### src/rtl/seg7_scan_driver.sv
// Time-multiplexed scan driver for an 8-digit common-anode seven-segment display.
// Optional leading-zero suppression is enabled by defining SEG7_LEADING_ZERO_BLANK_EN.
module seg7_scan_driver #(
    parameter int CLK_DIV      = 4,
    parameter int BLANK_CYCLES = 1,
    parameter int NUM_DIGITS   = 8
) (
    input  logic        clk,
    input  logic        rst,
    input  logic [31:0] data_in,
    input  logic [7:0]  point_in,
    input  logic [7:0]  en_in,
    input  logic        load,
    output logic        pending,
    output logic [3:0]  digit_code,
    output logic        le,
    output logic        point,
    output logic [7:0]  an,
    output logic        frame_done
);

    localparam int             CW      = (CLK_DIV > 1) ? $clog2(CLK_DIV) : 1;
    localparam logic [CW-1:0]  CNT_MAX = CW'(CLK_DIV - 1);
    localparam logic [CW-1:0]  BLANK_C = CW'(BLANK_CYCLES);
    localparam logic [2:0]     DIG_MAX = 3'(NUM_DIGITS - 1);

    typedef struct packed {
        logic [7:0]  en;
        logic [7:0]  point;
        logic [31:0] data;
    } dispVal_t;

    logic [CW-1:0] cnt_q, cnt_d;
    logic [2:0]    dig_q, dig_d;
    dispVal_t      shadow_q, shadow_d;
    dispVal_t      active_q, active_d;
    logic          pending_q, pending_d;

    dispVal_t      inVal;
    logic          frameDone;
    logic          inBlank;
    logic          digitOn;
    logic [7:0]    suppress;

    assign inVal     = '{en: en_in, point: point_in, data: data_in};
    assign frameDone = (dig_q == DIG_MAX) && (cnt_q == CNT_MAX);

    generate
        if (BLANK_CYCLES == 0) begin : gNoBlank
            assign inBlank = 1'b0;
        end else begin : gBlank
            assign inBlank = (cnt_q < BLANK_C);
        end
    endgenerate

    always_ff @(posedge clk) begin
        if (rst) begin
            cnt_q     <= '0;
            dig_q     <= '0;
            shadow_q  <= '0;
            active_q  <= '0;
            pending_q <= 1'b0;
        end else begin
            cnt_q     <= cnt_d;
            dig_q     <= dig_d;
            shadow_q  <= shadow_d;
            active_q  <= active_d;
            pending_q <= pending_d;
        end
    end

    // active only ever changes on the frame_done cycle, so a frame is never torn.
    always_comb begin
        cnt_d     = cnt_q + CW'(1);
        dig_d     = dig_q;
        shadow_d  = shadow_q;
        active_d  = active_q;
        pending_d = pending_q;
        if (cnt_q == CNT_MAX) begin
            cnt_d = '0;
            dig_d = (dig_q == DIG_MAX) ? 3'd0 : dig_q + 3'd1;
        end
        if (load && frameDone) begin
            shadow_d  = inVal;
            active_d  = inVal;
            pending_d = 1'b0;
        end else if (load) begin
            shadow_d  = inVal;
            pending_d = 1'b1;
        end else if (frameDone && pending_q) begin
            active_d  = shadow_q;
            pending_d = 1'b0;
        end
    end

`ifdef SEG7_LEADING_ZERO_BLANK_EN
    logic zeroAbove;

    // A digit is hidden while it and every higher digit are zero with no point lit.
    always_comb begin
        zeroAbove = 1'b1;
        suppress  = '0;
        for (int i = 7; i >= 1; i--) begin
            if (i < NUM_DIGITS) begin
                zeroAbove   = zeroAbove && (active_q.data[4*i +: 4] == 4'h0) && !active_q.point[i];
                suppress[i] = zeroAbove;
            end
        end
    end
`else
    assign suppress = '0;
`endif

    assign digitOn = active_q.en[dig_q] && !suppress[dig_q];

    always_comb begin
        an         = 8'hFF;
        le         = 1'b0;
        point      = 1'b0;
        digit_code = active_q.data[{dig_q, 2'b00} +: 4];
        if (!inBlank) begin
            point = active_q.point[dig_q];
            if (digitOn) begin
                an[dig_q] = 1'b0;
                le        = 1'b1;
            end
        end
    end

    assign pending    = pending_q;
    assign frame_done = frameDone;

endmodule

### config.mk
export PLATFORM = sky130hd
export DESIGN_NAME = seg7_scan_driver
export DESIGN_NICKNAME = d
export VERILOG_FILES = /design/src/rtl/seg7_scan_driver.sv
export SDC_FILE = /design/constraint.sdc
export NUM_CORES = 1
export LEC_CHECK = 0
export BUFFER_PORTS_ARGS = -buffer_cell sky130_fd_sc_hd__buf_2
export CAP_MARGIN = 20
export CORE_ASPECT_RATIO = 0.75
export CORE_UTILIZATION = 35
export DETAILED_ROUTE_END_ITERATION = 6
export GPL_TIMING_DRIVEN = 0
export PLACE_DENSITY = 0.63
export SYNTH_ARGS = -nofsm -noshare
export SYNTH_HDL_FRONTEND = slang
export SYNTH_SLANG_ARGS = --single-unit
export TNS_END_PERCENT = 1
### constraint.sdc
create_clock -name clk -period 1.9 [get_ports clk]
set_input_delay 0.38 -clock clk [delete_from_list [all_inputs] [get_ports clk]]
set_output_delay 0.38 -clock clk [all_outputs]
set_load 0.05 [all_outputs]
Yosys cells after proc, flatten, opt, wreduce, memory -nomap -nowiden
Memories as Yosys holds them, arrays and structs flattened. A register that Yosys moved wholly into a read port is not among the register bits.
Cells that the tools add are included.
- $add $sub $neg: 2
- multiply operators: 0
- divide/modulo/power cells: 0
- magnitude comparators: 3
- eq/ne operators: 3
- shift operators: 1
- muxes and demuxes: 22
- bitwise gates (word level): 1
- reduce and logical (&&, ||, !) cells: 12
- operators by type and width (cell ; number):
    $mux W48 ; 5
    $shiftx A32 B6 Y4 ; 1
    $mux W8 ; 2
    $mux W1 ; 9
    $mux W3 ; 3
    $not A8 Y8 ; 1
    $bmux W1 S3 ; 2
    $reduce_bool A2 Y1 ; 3
    $logic_and A1 B1 Y1 ; 5
    $lt A3 B4 Y1 const B ; 1
    $reduce_or A2 Y1 ; 2
    $add A3 B1 Y3 const B ; 1
    $demux W1 S3 ; 1
    $eq A3 B3 Y1 const B ; 1
    $ge A3 B1 Y1 const B ; 1
    $add A2 B1 Y2 const B ; 1
    $eq A2 B2 Y1 const B ; 1
    $lt A2 B1 Y1 const B ; 1
    $ne A2 B1 Y1 const B ; 1
    $reduce_and A2 Y1 ; 1
    $logic_not A1 Y1 ; 1
- register bits: 102
- latch bits: 0
- RAM bits: 0
- memory bits (read-only): 8
- logic and storage cells: 54
- memories kept: 1
- memories (name ; depth ; bits a word ; rd ports ; clocked after memory_dff ; write ports ; RTL line ; text):
    (no name shown) ; 8 ; 1 ; 1 ; 1 ; 0 ; 114 ; assign digitOn = active_q.en[dig_q] && !suppress[dig_q];

Longest topological paths before layout
Gate-level depths: netlist of the first run.
- depth in word-level cells: 7
- gate-level depth with buffers: 8

Worst setup path after synthesis of the first run
OpenSTA, ideal clock, no wires.
- path type: flip-flop to output port
- start point: register dig_q[0]
- end point: output port an[7]
- data arrival time: 2.169 ns
- path slack: -0.649 ns
- stages on the path, launching flop included: 7
- buffers on the path: 2
- cells stage by stage: dfxtp_1 -> buf_2 -> buf_2 -> nor2_1 -> a2bb2oi_1 -> a21oi_2 -> nand4_1
- longest elaborated chain between the ends: 7
- elaborated cells on any way between the ends: 11
- RTL lines (what ; RTL line ; text):
    start, declared ; 34 ; logic [2:0] dig_q, dig_d;
    start signal, assigned ; 65 ; dig_q <= dig_d;
    $lt A3 B4 Y1 (implied by the code) / $ge A3 B1 Y1 (equally long branches) ; 124 ; an[dig_q] = 1'b0;
    $logic_and A1 B1 Y1 (implied by the code) ; 124 ;
    $mux W1 (implied by the code) ; 124 ;
    $demux W1 S3 ; 124 ;
    $not A8 Y8 (no line) ; n/a ;
    $mux W8 (*) ; 123 ; if (digitOn) begin
    $mux W8 (*) ; 121 ; if (!inBlank) begin
    end, declared ; 18 ; output logic [7:0] an,
Every way passes the cells marked *; elsewhere a longest branch is shown, timed or not. The select of a mux whose other input is x is not followed.

Worst setup path after layout of the first run
- start point: register dig_q[1]
- end point: output port an[3]
The elaborated chain is that of the path after synthesis.

==> out/results.ini, run 1 <==
[yosys]
synth_cell_types = 40
synth-simple-area-share_pct = 16.72
synth_top_family_by_area = multiplexers
yosysWarningCount = 0
synth_cells = 484
synth.top_cells.by_area = dfxtp_1 (46%), mux2i_1 (13%), nor2_1 (7.7%)
synthMuxAreaShare_pct = 16.72
ys_ff_latch = 102
synthXorXnorAreaFrac_pct = 0
ys_top_cells_by_count = dfxtp_1 (102), nor2_1 (92), nand2_1 (66)
synth_compound_area_share_pct = 14.43
avgSynthCellArea_um2 = 9.260
syn_nets = 540
seq_area_frac_synth_pct = 45.56
synth_top_area_share_pct = 45.56
synth_most_common_cell = dfxtp_1
synth_edf_count = 0
synth_top_area_cell = dfxtp_1
syn_area_mm2 = 0.004482
yosys.area_share.adder_pct = 1.396
ys.flop_type = dfxtp_1
async_reset_ff_share_pct = 0

[floorplan]
die-area_mm2 = 0.01327
rows = 35
io_pins = 67
initial_core_util_pct = 36.16
coreArea_mm2 = 0.01239
die_x_um = 132.7
die_h_um = 100

[clock_network]
cts_buffers = 9
cts_max_level = 3
cts_tree = done
cts_buffer_depth = 2
cts_root_buf = clkbuf_16
path_clk_slew_ns = 0.07
clock_latency_ns = 0.35
clock_sinks = 102

[critical_path]
startpoint = dig_q[1]$_SDFFE_PP0N_
r2r_cells = 7
r2r_setup_slack_ns = -0.02
cp_max_fo = 6
critPathRequiredTime_ns = 1.52
reg2reg_from = dig_q[0]$_SDFFE_PP0N_
critical_path.max_stage_delay_ns = 0.33
crit_path_end_kind = primary output
endpoint = an[3]
r2r-end = active_q[19]$_SDFFE_PP0P_
path_cells = buf_8, buf_12, nor2b_4, a2bb2oi_4, a21oi_4, nand4b_1, buf_6
cp.arrival_ns = 1.83
crit_type = reg -> out
cp-start-kind = register
cp_slowest_cell = dfxtp_2

[drt]
wire_per_inst_um = 19.07
drt-total-wl_um = 14080
vias = 4025
first_iter_violations = 260
drc_errors = 0
vias_per_cell = 5.454
postRouteAntennaNets = 0
dr.pass1.iters = 5

[min_path]
hp-start = data_in[27]
hold_path.class = in -> reg

[placed_design]
gp_congestion = 0.8310
dpl_cell_area_mm2 = 0.005065
io_buffers = 65
dp_hpwl_um = 9756

[power]
pwr-share-comb_pct = 9.5
power_w = 0.004446
swShare_pct = 24.81
pwr_density_cell_mw_per_mm2 = 772.1
power_switching_w = 0.001103
power.leakage_nw = 2.278
p_int_w = 0.003343
seq_power_share_pct = 50.5
ir_worst_vdd_uv = 456.7
clkPwrFrac_pct = 40.1

[sta]
finClkSkew_ns = 0.002668
worst_hold_slack_ns = 0.2776
fin_ws_ns = -0.3123
fmaxAchievable_ghz = 0.4520
finalCriticalPeriod_ns = 2.212
worstMarginPinSlew_ns = 0.7213
setup-violations-final = 17
finalSetupTns_ns = -3.802
grt_setup_unrepaired = true
period_share_pct = 116.4
hold_viol_final = 0
slew_headroom_pct = 51.91
report.final.slew_viol_count = 0

[layout]
layout.nets = 623
drive_above_1_share_pct = 27.80
stdcell_area_mm2 = 0.005758
diodes = 0
syn2layout_area_growth_pct = 28.48

[global_routing]
grt_pass1_wl_um = 21510
grt_max_degree = 17
grt_pass1_vias = 3909
track_usage_pct = 21.64
grt_overflow_total = 0
antenna_found_initial = 0

[run_status]
outcome = finished, violations left
violations = negative setup slack

[flow_run]
maxCapViolations = 0

==> flip-flops by register name (all words and copies together), names as in the netlist <==
signal / cells
active_q: 48
shadow_q: 48
dig_q: 3
cnt_q: 2
pending: 1
==> cell type report <==
| cell class | instances | area (um^2) |
|---|---|---|
| plain buffers | 44 | 346.6 |
| flip-flops and latches | 102 | 2046 |
| repair buffers | 71 | 484.2 |
| inverters | 2 | 7.507 |
| clock buffers | 11 | 252.7 |
| clock inverters | 5 | 33.78 |
| multi-input cells | 337 | 2380 |
| fillers | 1156 | 6635 |
| well taps | 166 | 207.7 |
==> metrics by stage <==
step           setup WS [ns]  utilization [%]  cells
6_report             -0.3123            46.46    738
4_1_cts              -0.3020            45.36    736
5_1_grt              -0.3441            46.46    738
3_5_place_dp         -0.2865            40.87    715
2_1_floorplan        -0.2926                -    484
3_3_place_gp         -0.2624            40.87    715
==> routing by layer <==
metal  vias up  share of wire [%]  track usage (%)
met2       156                 44            33.48
met3        24                6.9            4.949
met4         0                1.9            6.366
li1       1891                  -                -
met1      1954                 48            30.13
met5         -                  0                0
==> kinds of logic (layout without fill, tap and decap cells) <==
| group | after synthesis | count (layout) |
|---|---|---|
| simple gates | 181 | 181 |
| mux | 69 | 69 |
| fa+ha+maj | 5 | 5 |
| flops | 102 | 102 |
| compound gates | 81 | 82 |
| buf+inv | 46 | 133 |
==> worst min path at each step <==
stage	to	slack, ns	cells past startpoint
2_1_floorplan	cnt_q[0]$_SDFF_PP0_	0.43	1
3_5_place_dp	active_q[1]$_SDFFE_PP0P_	0.45	2
3_3_place_gp	active_q[33]$_SDFFE_PP0P_	0.44	2
4_1_cts	shadow_q[27]$_SDFFE_PP0P_	0.28	3
6_report	shadow_q[27]$_SDFFE_PP0P_	0.28	3
5_1_grt	shadow_q[10]$_SDFFE_PP0P_	0.30	3
==> what timing repair did <==
item / 4_1_cts / 5_1_grt
setup buffers: 3 / 1
hold buffers: 0 / 0
endpoints found under the setup margin: 27 / 63
resized for setup: 57 / 34
pin swaps: 9 / 8
cloned: 2 / 1
==> worst max-delay path: cells and delay by family (launching register included) <==
kind	cells	cell delay, ns
buffers and inverters	3	0.47
and+or+nand+nor	2	0.35
DFF	1	0.33
AOI/OAI and AO/OA	2	0.31
==> cell usage in the layout (no fill, tap or decap), drive strengths merged, types with 2 or more instances in the layout <==
cell type	instances
mux2	7
nor2	92
nor3	2
o221ai	11
nand3	4
a2bb2oi	2
and2	2
nor2b	4
nand2b	2
a311oi	25
buf	95
nand2	67
a21oi	16
mux2i	58
clkbuf	30
ha	5
a211oi	5
clkinv	3
dfxtp	102
o21ai	4
inv	2
clkinvlp	2
a221oi	2
nand3b	2
mux4	4
a22o	3
a222oi	8
a22oi	3
o211a	2
==> power groups by stage <==
| stage | Clock, W | Sequential [W] | Combinational, W |
|---|---|---|---|
| after floorplan | 0 | 0.00229 | 0.000224 |
| after global placement | 0 | 0.00229 | 0.000361 |
| after detailed placement | 0 | 0.00229 | 0.000371 |
| after CTS | 0.00181 | 0.00224 | 0.000410 |
| after global routing | 0.00188 | 0.00225 | 0.000452 |
| final | 0.00178 | 0.00224 | 0.000421 |
(Power assumes the default switching activity.)
==> run 2: changes to the inputs <==
--- a/config.mk
+++ b/config.mk
@@ -12,6 +12,7 @@
 export DETAILED_ROUTE_END_ITERATION = 6
 export GPL_TIMING_DRIVEN = 0
 export PLACE_DENSITY = 0.63
+export RECOVER_POWER = 50
 export SYNTH_ARGS = -nofsm -noshare
 export SYNTH_HDL_FRONTEND = slang
 export SYNTH_SLANG_ARGS = --single-unit
==> run 2 against run 1 <==
  * The flow still finishes with violations (negative setup slack)
  * First-iteration DRC count increased by 1.2%
  * Combinational power barely moved
  * Non-clock buffer count unchanged
  * Sequential share of layout area barely moved
  * Global-route usage unchanged
  * Utilization is essentially flat
  * Die area unchanged
  * Fmax increased by 0.55%
  * Flip-flop and latch count unchanged
  * Critical path depth down 1
  * Cell area barely moved
  * Worst setup slack gained 0.012 ns
==> out/results.ini, run 2 (synthesized netlist as in run 1, its figures left out) <==
[critical_path]
crit_path_end_kind = primary output
endpoint = digit_code[3]
reg2reg_from = dig_q[0]$_SDFFE_PP0N_
cp.arrival_ns = 1.82
r2r_cells = 7
crit_type = reg -> out
critPathRequiredTime_ns = 1.52
startpoint = dig_q[0]$_SDFFE_PP0N_
r2r_setup_slack_ns = -0.05
r2r-end = active_q[16]$_SDFFE_PP0P_
cp-start-kind = register
cp_max_fo = 8

[flow_run]
maxCapViolations = 0

[floorplan]
rows = 35
die_h_um = 100
die_x_um = 132.7
initial_core_util_pct = 36.16
coreArea_mm2 = 0.01239
io_pins = 67
die-area_mm2 = 0.01327

[layout]
layout.nets = 623
multi_input_area_mm2 = 0.002377
stdcell_area_mm2 = 0.005756
fillerInstances = 1156
mostFrequentLayoutCells = dfxtp_1 (99), nor2_1 (91), nand2_1 (65), mux2i_1 (57), buf_2 (57)
utilization_pct = 46.44
drive_above_1_share_pct = 27.62
reg.largest.list = active_q x48, shadow_q x48, dig_q x3
syn2layout_area_growth_pct = 28.42
final_common_cell = dfxtp_1
diodes = 0
regArea_mm2 = 0.002046

[global_routing]
grt_pass1_vias = 3909
track_usage_pct = 21.64
grt_overflow_total = 0
grt_pass1_wl_um = 21510
antenna_found_initial = 0
grt_max_degree = 17

[sta]
report.final.slew_viol_count = 0
finalCriticalPeriod_ns = 2.200
period_share_pct = 115.8
setup-violations-final = 32
slew_headroom_pct = 52.15
worstMarginPinSlew_ns = 0.7177
fmaxAchievable_ghz = 0.4545
grt_setup_unrepaired = true
finClkSkew_ns = 0.004739
hold_viol_final = 0
fin_ws_ns = -0.3003

[clock_network]
cts_root_buf = clkbuf_16
clock_latency_ns = 0.35
cts_buffers = 9
path_clk_slew_ns = 0.07
cts_tree = done
cts_max_level = 3
cts_buffer_depth = 2
clock_sinks = 102

[drt]
vias_per_cell = 5.459
wire_per_inst_um = 18.99
drc_errors = 0
vias = 4029
first_iter_violations = 263
postRouteAntennaNets = 0
drt-total-wl_um = 14010
dr.pass1.iters = 5

[run_status]
outcome = finished, violations left
violations = negative setup slack

[min_path]
hold_path.class = in -> reg
worstHoldPathCells = 3

[power]
pwr_density_cell_mw_per_mm2 = 771.1
power_w = 0.004438
power.leakage_nw = 2.281
ir_worst_vdd_uv = 455.6

[placed_design]
dpl_cell_area_mm2 = 0.005065
place_ws_ns = -0.2865
dp_hpwl_um = 9756
gp_congestion = 0.8310
io_buffers = 65

[run 2: cell types whose count changed in the layout (fill, tap and decap cells not counted)]
cell | previous run | this run
ha_1 | 4 | 5
ha_2 | 1 | 0
[run 2: stage by stage]
step / TNS [ns] / hold WS, ns / cells
6_report: -3.915 / 0.2776 / 738
5_1_grt: -6.544 / 0.3004 / 738
4_1_cts: -3.794 / 0.2768 / 736
3_5_place_dp: -3.048 / 0.4479 / 715
3_3_place_gp: -2.390 / 0.4373 / 715
2_1_floorplan: -2.210 / 0.4270 / 484
[run 2: cell type report]
type,instances,area share [%]
plain buffers,44,6.022
clock buffers,11,4.391
clock inverters,5,0.5870
inverters,2,0.1304
multi-input cells,337,41.30
flip-flops and latches,102,35.54
well taps,166,3.609
repair buffers,71,8.413
[run 2: critical path, stage by stage, from the launching register on]
cell and delay [ns]:
dfxtp_2 0.34, buf_12 0.14, bufbuf_16 0.27, nor3_2 0.29, a22oi_2 0.14, o21ai_2 0.10
buf_6 0.19
[run 2: power by group]
part	internal (W)	switching (W)	total [W]	leakage (nW)
logic	0.000178	0.000242	0.000420	1.31
clock network	0.000957	0.000817	0.00177	0.138
registers	0.00221	0.0000368	0.00224	0.834
total	0.00334	0.00110	0.00444	2.28
[run 2: timing repair]
item | in CTS | in global routing
buffers inserted | 3 | 1
hold buffers | 0 | 0
setup endpoints to repair | 27 | 63
pin swaps | 9 | 8
gates cloned | 2 | 1
hold endpoints to repair | 0 | 0
resized for setup | 57 | 34
[run 2: routing by layer]
layer	up-vias	wire, um	track usage [%]
met5	-	0	0
met4	0	267	6.366
met3	26	981	4.949
met2	154	6128	33.48
met1	1955	6635	30.13
li1	1894	-	-
[run 2: how the worst min path moves through the flow]
stage          slack, ns                         to                       from
2_1_floorplan       0.43        cnt_q[0]$_SDFF_PP0_        cnt_q[0]$_SDFF_PP0_
3_3_place_gp        0.44  active_q[33]$_SDFFE_PP0P_  active_q[33]$_SDFFE_PP0P_
3_5_place_dp        0.45   active_q[1]$_SDFFE_PP0P_   active_q[1]$_SDFFE_PP0P_
4_1_cts             0.28  shadow_q[27]$_SDFFE_PP0P_                data_in[27]
5_1_grt             0.30  shadow_q[10]$_SDFFE_PP0P_                data_in[10]
6_report            0.28  shadow_q[27]$_SDFFE_PP0P_                data_in[27]
==> run 3: changes to the inputs <==
--- a/config.mk
+++ b/config.mk
@@ -12,7 +12,7 @@
 export DETAILED_ROUTE_END_ITERATION = 6
 export GPL_TIMING_DRIVEN = 0
 export PLACE_DENSITY = 0.63
-export RECOVER_POWER = 50
+export SKIP_CTS_REPAIR_TIMING = 1
 export SYNTH_ARGS = -nofsm -noshare
 export SYNTH_HDL_FRONTEND = slang
 export SYNTH_SLANG_ARGS = --single-unit
==> run 3 against run 2 <==
  * Via count up 0.62%
  * Largest cell class unchanged
  * Global-route usage is 0.46 points lower
  * Clock skew hardly changed
  * Clock power about the same
  * The run still ends with negative setup slack left
  * Total power rose by 0.17%
  * Routed wire length increased by 1.4%
  * Utilization fell by 0.45 points
  * Worst hold slack improved by 0.0015 ns
  * Final cell count is 0.27% lower
  * Sequential power is essentially flat
  * Die area did not move
  * Critical path type unchanged
  * Flip-flop and latch count unchanged
==> out/results.ini, run 3 (synthesized netlist as in run 1, its figures left out) <==
[global_routing]
antenna_found_initial = 0
grt_pass1_vias = 3805
grt_overflow_total = 0
grt_max_degree = 17
track_usage_pct = 21.18
grt_pass1_wl_um = 21020

[clock_network]
cts_tree = done
cts_buffers = 9
path_clk_slew_ns = 0.07
clock_latency_ns = 0.35
cts_root_buf = clkbuf_16
cts_buffer_depth = 2
cts_max_level = 3
clock_sinks = 102

[floorplan]
die_h_um = 100
io_pins = 67
rows = 35
coreArea_mm2 = 0.01239
die_x_um = 132.7
initial_core_util_pct = 36.16
die-area_mm2 = 0.01327

[run_status]
outcome = finished, violations left
violations = negative setup slack

[sta]
setup-violations-final = 16
finalSetupTns_ns = -4.158
report.final.slew_viol_count = 0
worstMarginPinSlew_ns = 0.7327
fin_ws_ns = -0.3619
grt_setup_unrepaired = true
fmaxAchievable_ghz = 0.4421
period_share_pct = 119.0
slew_headroom_pct = 51.15
finalCriticalPeriod_ns = 2.262
hold_viol_final = 0
finClkSkew_ns = 0.004287

[critical_path]
critical_path.most_common_cell = buf_8
cp-start-kind = register
path_cells = buf_8, buf_8, nor2b_4, a2bb2oi_4, a21oi_4, nand4b_1, buf_6
r2r-end = active_q[16]$_SDFFE_PP0P_
cp.arrival_ns = 1.88
cp_max_fo = 6
crit_path_end_kind = primary output
r2r_cells = 7
reg2reg_from = dig_q[0]$_SDFFE_PP0N_
r2r_setup_slack_ns = -0.01
critPathRequiredTime_ns = 1.52
crit_type = reg -> out
cp_slowest_cell = dfxtp_2
startpoint = dig_q[1]$_SDFFE_PP0N_
endpoint = an[3]
critical_path.max_stage_delay_ns = 0.33

[power]
pwr_density_cell_mw_per_mm2 = 780.1
ir_worst_vdd_uv = 449.6
power_w = 0.004446
power.leakage_nw = 2.236

[layout]
drive_above_1_share_pct = 26.84
mostFrequentLayoutCells = dfxtp_1 (99), nor2_1 (91), nand2_1 (65), buf_2 (59), mux2i_1 (57)
stdcell_area_mm2 = 0.005699
final_cells = 736
fillerInstances = 1161
reg.largest.list = active_q x48, shadow_q x48, dig_q x3
syn2layout_area_growth_pct = 27.16
layout.nets = 621
diodes = 0
final_common_cell = dfxtp_1

[placed_design]
dpl_cell_area_mm2 = 0.005065
dp_hpwl_um = 9756
gp_congestion = 0.8310
io_buffers = 65
dp.cells = 715

[min_path]
hold_path.class = in -> reg

[drt]
drt-total-wl_um = 14200
wire_per_inst_um = 19.30
drc_errors = 0
first_iter_violations = 374
postRouteAntennaNets = 0
dr.pass1.iters = 7
vias_per_cell = 5.508
vias = 4054

[flow_run]
maxCapViolations = 0

-- run 3: stage by stage --
step                      setup WS (ns)  hold slack (ns)  utilization (%)
after floorplan                 -0.2926           0.4270                -
after global placement          -0.2624           0.4373            40.87
after detailed placement        -0.2865           0.4479            40.87
after CTS                       -0.6695           0.2768            43.18
after global routing            -0.3849           0.3004            45.99
final                           -0.3619           0.2791            45.99
-- run 3: worst min path at each step --
stage / depth (start not counted) / to / startpoint
6_report: 3 / shadow_q[27]$_SDFFE_PP0P_ / data_in[27]
4_1_cts: 3 / shadow_q[27]$_SDFFE_PP0P_ / data_in[27]
5_1_grt: 3 / shadow_q[10]$_SDFFE_PP0P_ / data_in[10]
3_5_place_dp: 2 / active_q[1]$_SDFFE_PP0P_ / active_q[1]$_SDFFE_PP0P_
2_1_floorplan: 1 / cnt_q[0]$_SDFF_PP0_ / cnt_q[0]$_SDFF_PP0_
3_3_place_gp: 2 / active_q[33]$_SDFFE_PP0P_ / active_q[33]$_SDFFE_PP0P_
-- run 3: per-layer routing --
layer,global-route usage [%],up-vias,share of wire (%)
met1,29.82,1970,47
met4,6.454,0,1.3
met3,4.495,19,7.7
met5,0,-,0
li1,-,1887,-
met2,32.51,178,44
-- run 3: worst max-delay path: cells and delay by family, from the launching register on --
kind | cells | cell delay [ns]
buf+inv | 3 | 0.46
simple gates | 2 | 0.37
compound gates | 2 | 0.35
flops | 1 | 0.33
-- run 3: layout make-up --
cell class	instances	area [um^2]	area share [%]
buffer	44	332.8	5.840
clock inverter	5	33.78	0.5928
timing repair buffer	69	474.2	8.321
multi-input combinational	337	2345	41.14
sequential	102	2046	35.89
inverter	2	7.507	0.1317
clock buffer	11	252.7	4.435
tap	166	207.7	3.644
-- run 3: power breakdown --
group          switching (W)  internal [W]
combinational       0.000241      0.000170
sequential         0.0000372       0.00221
clock               0.000833      0.000958
total                0.00111       0.00334
